### src/rtl/add_iter.sv
// Multi-cycle ripple adder: adds one CHUNK-bit slice of A+B per clock and reports condition flags.
// Define SUB_MODE_EN to add the sub_op port and enable A-B.
module add_iter #(
  parameter int unsigned WIDTH = 64,
  parameter int unsigned CHUNK = 8
) (
  input  logic             clk,
  input  logic             rst_n,
  input  logic             start,
  input  logic [WIDTH-1:0] A,
  input  logic [WIDTH-1:0] B,
`ifdef SUB_MODE_EN
  input  logic             sub_op,
`endif
  output logic             busy,
  output logic             done,
  output logic [WIDTH-1:0] S,
  output logic             overflow,
  output logic             carry,
  output logic             zero,
  output logic             sign
);

  localparam int unsigned N  = WIDTH / CHUNK;
  localparam int unsigned IW = (N > 1) ? $clog2(N) : 1;

  typedef enum logic [1:0] {IDLE, RUN, DONE} state_t;

  state_t           state;
  logic [IW-1:0]    idx;
  logic [WIDTH-1:0] a_r;
  logic [WIDTH-1:0] b_r;
  logic             cin;

  logic             sub_c;
  int unsigned      base;
  logic [CHUNK-1:0] a_sl;
  logic [CHUNK-1:0] b_sl;
  logic [CHUNK:0]   sl_sum;
  logic [WIDTH-1:0] s_new;
  logic             c_msb;

`ifdef SUB_MODE_EN
  assign sub_c = sub_op;
`else
  assign sub_c = 1'b0;
`endif

  // Current slice add; carry into the MSB is recovered from the MSB sum bit.
  always_comb begin
    base   = 32'(idx) * CHUNK;
    a_sl   = a_r[base +: CHUNK];
    b_sl   = b_r[base +: CHUNK];
    sl_sum = {1'b0, a_sl} + {1'b0, b_sl} + {{CHUNK{1'b0}}, cin};
    s_new  = S;
    s_new[base +: CHUNK] = sl_sum[CHUNK-1:0];
    c_msb  = a_r[WIDTH-1] ^ b_r[WIDTH-1] ^ s_new[WIDTH-1];
  end

  always_ff @(posedge clk or negedge rst_n) begin
    if (!rst_n) begin
      state    <= IDLE;
      idx      <= '0;
      a_r      <= '0;
      b_r      <= '0;
      cin      <= 1'b0;
      busy     <= 1'b0;
      done     <= 1'b0;
      S        <= '0;
      overflow <= 1'b0;
      carry    <= 1'b0;
      zero     <= 1'b0;
      sign     <= 1'b0;
    end else begin
      case (state)
        IDLE: begin
          done <= 1'b0;
          if (start) begin
            a_r   <= A;
            b_r   <= sub_c ? ~B : B;
            cin   <= sub_c;
            idx   <= '0;
            busy  <= 1'b1;
            state <= RUN;
          end
        end
        RUN: begin
          S   <= s_new;
          cin <= sl_sum[CHUNK];
          idx <= idx + IW'(1);
          if (idx == IW'(N - 1)) begin
            carry    <= sl_sum[CHUNK];
            overflow <= c_msb ^ sl_sum[CHUNK];
            zero     <= (s_new == '0);
            sign     <= s_new[WIDTH-1];
            done     <= 1'b1;
            state    <= DONE;
          end
        end
        DONE: begin
          done  <= 1'b0;
          busy  <= 1'b0;
          state <= IDLE;
        end
        default: state <= IDLE;
      endcase
    end
  end

endmodule

### config.mk
export PLATFORM = sky130hd
export DESIGN_NAME = add_iter
export DESIGN_NICKNAME = d
export VERILOG_FILES = /design/src/rtl/add_iter.sv
export SDC_FILE = /design/constraint.sdc
export NUM_CORES = 1
export LEC_CHECK = 0
export CORE_ASPECT_RATIO = 0.7
export CORE_MARGIN = 2
export CORE_UTILIZATION = 52
export DETAILED_ROUTE_END_ITERATION = 12
export PLACE_DENSITY = 0.81
export RECOVER_POWER = 50
export SYNTH_ARGS = -nofsm -noshare
export SYNTH_HDL_FRONTEND = slang
export SYNTH_SLANG_ARGS = --single-unit
### constraint.sdc
create_clock -name clk -period 5.8 [get_ports clk]
set_clock_uncertainty 0.15 [all_clocks]
set_input_delay 1.16 -clock clk [delete_from_list [all_inputs] [get_ports clk]]
set_output_delay 1.16 -clock clk [all_outputs]
set_load 0.05 [all_outputs]
==> results of run 1 <==
[state kept, by name, indices dropped and copies added (netlist names)]
| register | count |
|---|---|
| S | 64 |
| a_r | 64 |
| b_r | 64 |
| idx | 3 |
| state | 2 |
| busy | 1 |
| carry | 1 |
| cin | 1 |
| done | 1 |
| overflow | 1 |
| sign | 1 |
| zero | 1 |
[final cells by class]
type	instances	area [sq um]	share of cell area
Sequential cell	204	5110	0.412
Multi-Input combinational cell	528	4240	0.342
Timing Repair Buffer	212	2100	0.169
Clock buffer	29	596	0.0480
Tap cell	236	295	0.0238
Inverter	11	41.3	0.00333
Clock inverter	4	22.5	0.00182
Antenna cell	1	2.50	0.000202
[kinds of logic (layout without fill, tap and decap cells)]
group           count (synthesis)  after routing  synth area share
flops                         204            204             0.532
fa+ha+maj                      13             13            0.0185
xor+xnor                       15             15            0.0145
buf+inv                        58            256            0.0254
simple gates                  216            216             0.103
compound gates                119            119            0.0753
mux                           165            165             0.231
other cells                     0              1                 0
[synthesized netlist by cell type, drive strengths merged, types with 3 or more instances]
cell type / number / area [sq um]
nor3: 7 / 35.0
buf: 11 / 67.6
ha: 11 / 138
nor2: 25 / 101
nand2b: 9 / 56.3
mux2: 131 / 1480
nor2b: 3 / 18.8
o31ai: 20 / 150
a21oi: 13 / 65.1
xor2: 7 / 68.8
or4: 3 / 22.5
dfrtp: 204 / 5100
a31oi: 3 / 18.8
inv: 10 / 37.5
xnor2: 8 / 70.1
or3: 5 / 31.3
clkbuf: 36 / 135
nand2: 139 / 522
mux4: 32 / 721
a21o: 3 / 22.5
o21ai: 61 / 305
nor4: 11 / 83.8
and2: 3 / 18.8
or2: 3 / 18.8
[per-layer routing]
metal  track usage  vias to the layer above
met2         0.393                      261
li1              -                     3198
met5             0                        -
met4        0.0523                        2
met1         0.370                     3487
met3        0.0767                       41
[worst min-delay path by stage]
stage,endpoint,start
4_1_cts,done,done
5_1_grt,b_r[3],b_r[3]
2_1_floorplan,busy,state[1]
3_5_place_dp,done,done
6_report,done,done
3_3_place_gp,done,done
[metrics by stage]
step                cells  cell area [sq um]  hold WS, ns
CTS                  1224              12400        0.338
finish               1225              12400        0.334
detailed placement   1191              11800        0.322
global route         1224              12400        0.373
floorplan             790               9590        0.305
global placement     1191              11800        0.323
[worst register-to-register path, stage by stage, from the launching register on]
cell       delay, ns
dfrtp_1         1.15
buf_4           0.38
inv_1           0.07
ha_1            0.18
ha_1            0.62
nand2b_1        0.22
nor3_1          0.44
mux2_2          0.41
a2111oi_2       0.30
nand4_1         0.12
or4_1           0.50
nor4_1          0.33
a21o_1          0.12
==> impl_results.md, run 1 <==
- Worst hold path type: reg -> reg
- Share of layout cells above drive strength 1: 0.217
- Max-cap violations: 2
- Final Net Count: 1,121
- CTS clk-pin slew, worst paths: 0.06 ns
- Worst reg2reg setup slack: roughly 0.75 ns
- Setup crit end kind: flip-flop
- Syn avg cell area: 12.1 sq um
- Fin crit period: 5.05 ns
- Met2 Wirelength: 11,100 um
- Root Buffer: clkbuf_16
- Via count: between 6,000 and 7,000
- Highest Signal Layer: met5
- Number of synthesized register bits: 204
- Post-layout util: 0.687
- End of the critical path: zero
- Mapped Cells: 790
- Main synth FF type: dfrtp_1
- Pre-Repair DR Iteration Count: 5
- WS Path Type: reg -> reg
- Max-slew violation count: between 150 and 200
- All-Layer GR Usage: 0.257
- Pre-CTS WS: 1.05 ns
- CTS max path bufs: 3
- Site row count: between 40 and 50
- Initial Util: 0.531
- Grt ovf: 0
- Final antenna-violating net count: 0
- DRT met1 WL: 11,100 um
- Placed wire-length estimate: between 15,000 and 20,000 um
- Setup ws final: 0.753 ns
- Routed wl met3: 2140 um
- Setup bufs post-CTS: 0
- Die area: a little under 0.02 sq mm
- CP delay by family, top: simple AND/OR/NAND/NOR gates
- Cts repair resizes: 0
- Vias in the first global route: between 7,000 and 8,000
- R2r endpoint: zero
- Synth unique cells: 55
- Vias/cell: 5.71
- Unrepaired setup endpoints after global routing: false
- Worst stage delay on the critical path: 1.15 ns
- Global-route wire length before repair: 40,200 um
- Total Wirelength: 24,900 um
- Leading cell type in the layout, fill and taps excluded: dfrtp_1
- Synth-to-layout area growth: 29.3%
- H-tree Lvls: 1
- Worst path buffer plus inverter count: 2
- Synth warn: 0
- I/O pin cnt: about 200
- Final period utilization: 0.870
- Drt wl/cell: 20.3 um
- CP startpoint kind: flip-flop
- CP arrival: 5.32 ns
- Initial antenna violation count: 2
- Crit path max-delay cell type: dfrtp_1
- Status: finished with violations
- CP Cell Sequence: buf_4 > inv_1 > ha_1 > ha_1 > nand2b_1 > nor3_1 > mux2_2 > a2111oi_2 > nand4_1 > or4_1 > nor4_1 > a21o_1
- FF-to-FF Start: idx[1]
- GPL Wtd Cong: 0.927
- Cell mode on critical path: ha_1
- Slew margin rel.: -1.73
- Core area: 0.0181 sq mm
- DRC Markers: 0
- TritonCTS clock tree: built
- Largest net degree at the start of global routing: approximately 130
- CP max FO: 27
- F_max: 0.198 GHz
- Fraction of registers with async set/reset: 1.00
- WP depth: 12
- Worst setup path start: idx[1]
- CTS sink cnt: around 200
- Hold Buf Count CTS: 0
- TNS Setup: 0 ns
- Worst-Margin Slew: 4.10 ns
- Worst-skew pair later-pin latency: 0.49 ns
- Final setup fails: 0
- Die span in y: 118 um
- Total CTS buffers: 20
- PortBufs: 200
- Syn Nets: 934
- Hold depth: 2
- Post-synth EDFFs: 0
- CP required: 6.07 ns
- Failing checks: max-capacitance violations, max-slew violations
- Register area share after synthesis: 0.532
- Hold Vio Cnt, Final: 0
- Die Wd: 166 um
- Iteration-0 DRC Markers: 683
- Fillers: 1,357
- Reg2Reg Depth: 12
- Commonest non-fill, non-tap cells in the layout: dfrtp_1 (203), clkdlybuf4s50_1 (198), nand2_1 (139), mux2_2 (131), o21ai_0 (61)
- Post-Synthesis Cell Area: 0.00959 sq mm
Power of run 1 is left out: the tool's default activity adds up to more than one toggle a clock period on the data nets, which glitch-free logic cannot reach.
==> inputs of run 2 (changes only) <==
--- a/config.mk
+++ b/config.mk
@@ -5,11 +5,12 @@
 export SDC_FILE = /design/constraint.sdc
 export NUM_CORES = 1
 export LEC_CHECK = 0
-export CORE_ASPECT_RATIO = 0.7
+export ABC_AREA = 1
 export CORE_MARGIN = 2
 export CORE_UTILIZATION = 52
 export DETAILED_ROUTE_END_ITERATION = 12
-export PLACE_DENSITY = 0.81
+export GPL_ROUTABILITY_DRIVEN = 0
+export PLACE_DENSITY = 0.8
 export RECOVER_POWER = 50
 export SYNTH_ARGS = -nofsm -noshare
 export SYNTH_HDL_FRONTEND = slang
==> impl_results.md, run 2 <==
- Status: finished with violations
- Failing checks: max-capacitance violations, max-slew violations
- DRC Markers: 0
- Placed wire-length estimate: around 21,000 um
- Synth top area cells: dfrtp_1 (50%), mux2_2 (14%), nand2_1 (8.3%), o21ai_0 (7.0%), nor2_1 (5.7%)
- Commonest cells post-synth: nand2_1 (225), dfrtp_1 (204), nor2_1 (154)
- Post-Synth Adder-Cell Area: 0.0174
- CP arrival: 5.23 ns
- Fraction of registers with async set/reset: 1.00
- Cts repair resizes: 0
- Post-Synthesis Cell Area: 0.0102 sq mm
- H-tree Lvls: 1
- Largest net degree at the start of global routing: 120
- Core area: 0.0194 sq mm
- Register area share after synthesis: 0.499
- TNS Setup: 0 ns
- Initial antenna violation count: 0
- Xor-xnor portion of the synthesized cell area: 0.00171
- Synth warn: 0
- Max-slew violation count: 189
- Leading cell type in the layout, fill and taps excluded: nand2_1
- Setup bufs post-CTS: 0
- CTS sink cnt: 204
- Vias/cell: between 5 and 6
- Max-cap violations: 2
- Post-synth EDFFs: 0
- Main combinational cell family by area after synthesis: simple AND/OR/NAND/NOR gates
- F_max: between 0.2 and 0.25 GHz
- Drt wl/cell: between 15 and 20 um
- Die span in y: 144 um
- CP startpoint kind: primary input
- Hold depth: 1
- Mapped Cells: 1,129
- Iteration-0 DRC Markers: 844
- Vias in the first global route: 8,774
- Total Wirelength: around 30,000 um
- Syn Nets: 1,273
- Share of the synthesized area in the top cell type: 0.499
- FF-to-FF Start: idx[0]
- Main synth FF type: dfrtp_1
- CP required: 6.04 ns
- Number of synthesized register bits: 204
- WHS Endpoint: busy
- Final Net Count: 1,443
- All-Layer GR Usage: 0.284
- Initial Util: 0.527
- Final period utilization: 0.859
- CP Cell Sequence: dlygate4sd3_1 > nand3_1 > buf_4 > mux2_2
- Pre-Repair DR Iteration Count: 5
- Die Wd: 144 um
- I/O pin cnt: 201
- TritonCTS clock tree: built
- CP delay by family, top: simple AND/OR/NAND/NOR gates
- Final antenna-violating net count: 0
- Final setup fails: 0
- Unrepaired setup endpoints after global routing: false
- Commonest non-fill, non-tap cells in the layout: nand2_1 (224), dfrtp_1 (203), clkdlybuf4s50_1 (198), nor2_1 (154), o21ai_0 (144)
- Most common cell in the netlist: nand2_1
- CTS clk-pin slew, worst paths: ~0.060 ns
- Via count: 8,927
- Synth unique cells: 35
- Root Buffer: clkbuf_16
- Setup crit end kind: flip-flop
- Hold Vio Cnt, Final: 0
- Synth-to-layout area growth: 27.6%
- Syn avg cell area: 9.06 sq um
- Antenna Cells: 0
- CTS max path bufs: 3
- CP max FO: 68
- Die area: 0.0208 sq mm
- Crit path max-delay cell type: nand3_1
- Grt ovf: 0
- Worst path buffer plus inverter count: 2
- Worst-Margin Slew: roughly 3.1 ns
- Total CTS buffers: 22
- Hold Crit Start: state[1]
- Synth Area in Compound Gates: 0.106
- Yosys top cell by area: dfrtp_1
- Mux share of post-synthesis cell area: 0.142
- Hold Buf Count CTS: 0
- Biggest regs: S: 64 flops, a_r: 64 flops, b_r: 64 flops
- Reg2Reg Depth: 21
- Worst stage delay on the critical path: 2.08 ns
- Global-route wire length before repair: 45,700 um
- Site row count: 51
- R2r endpoint: zero
- Share of layout cells above drive strength 1: 0.153
- PortBufs: 200
- Worst-skew pair later-pin latency: 0.51 ns
- Simple-Gate Fraction of Synth Area: 0.184
- Fin crit period: 4.98 ns
- WS Path Type: in -> reg
- Worst reg2reg setup slack: 1.25 ns
- Worst hold path type: reg -> reg
- Slew margin rel.: -1.09
==> run 2: worst register-to-register path, cell delays in order (launching register included) <==
cell and delay (ns):
dfrtp_2 0.36, buf_4 0.68, o21ai_0 0.29, o22ai_1 0.19, nor2_1 0.07, a31oi_1 0.30
fa_1 0.29, inv_1 0.07, fa_1 0.39, inv_1 0.09, nand2_1 0.06, nand2_1 0.10
nor2_1 0.14, nand3_1 0.13, nand2_1 0.08, nor2_1 0.22, nand3_1 0.11, nor3_1 0.36
nand3_1 0.14, nor2_1 0.11, nand4_1 0.09, nand2_1 0.07
==> run 2: logic make-up (layout without fill, tap and decap cells) <==
logic type / after synthesis / after routing
AND/OR/NAND/NOR: 457 / 457
AO/OA/AOI/OAI: 204 / 204
flip-flops: 204 / 204
multiplexers: 129 / 129
buffers and inverters: 120 / 301
adder cells (fa/ha/maj): 13 / 13
XOR/XNOR: 2 / 2
==> run 2: through the flow <==
step / instances / hold WS (ns) / setup WS [ns] / utilization / cell area (sq um)
5_1_grt: 1575 / 0.322 / 0.590 / 0.672 / 13000
4_1_cts: 1575 / 0.296 / 1.49 / 0.674 / 13100
3_5_place_dp: 1540 / 0.285 / 1.52 / 0.637 / 12400
6_report: 1575 / 0.296 / 0.818 / 0.672 / 13000
2_1_floorplan: 1129 / 0.268 / 2.31 / - / 10200
3_3_place_gp: 1540 / 0.287 / 1.63 / 0.637 / 12400
==> run 2: layout make-up <==
class | instances | area, sq um
Fill cell | 1558 | 6360
Inverter | 57 | 216
Timing Repair Buffer | 209 | 2060
Tap cell | 265 | 332
Multi-Input combinational cell | 805 | 4620
Clock inverter | 4 | 81.3
Sequential cell | 204 | 5110
Clock buffer | 31 | 624
==> run 2: how the worst max path moves through the flow <==
| stage | slack, ns | from | depth (start not counted) | endpoint |
|---|---|---|---|---|
| CTS | 1.49 | idx[0] | 19 | zero |
| global placement | 1.63 | idx[0] | 18 | zero |
| detailed placement | 1.52 | idx[0] | 19 | zero |
| global route | 0.59 | start | 4 | b_r[17] |
| floorplan | 2.31 | idx[0] | 23 | zero |
| finish | 0.82 | start | 4 | b_r[47] |
==> run 2: per-layer routing <==
layer  part of all wire  global-route usage  wire [um]
met5                  0                   0          0
met1               0.38               0.355      11200
met3              0.080              0.0460       2350
met4              0.045               0.114       1310
met2               0.49               0.494      14400
Power of run 2 is left out for the same reason.
==> inputs of run 3 (changes only) <==
--- a/config.mk
+++ b/config.mk
@@ -12,6 +12,7 @@
 export GPL_ROUTABILITY_DRIVEN = 0
 export PLACE_DENSITY = 0.8
 export RECOVER_POWER = 50
+export SETUP_SLACK_MARGIN = 0.05
 export SYNTH_ARGS = -nofsm -noshare
 export SYNTH_HDL_FRONTEND = slang
 export SYNTH_SLANG_ARGS = --single-unit
==> results of run 3 <==
Same layout as run 2: the final DEF is identical, and so are final timing and power.
Power of run 3 is left out for the same reason.
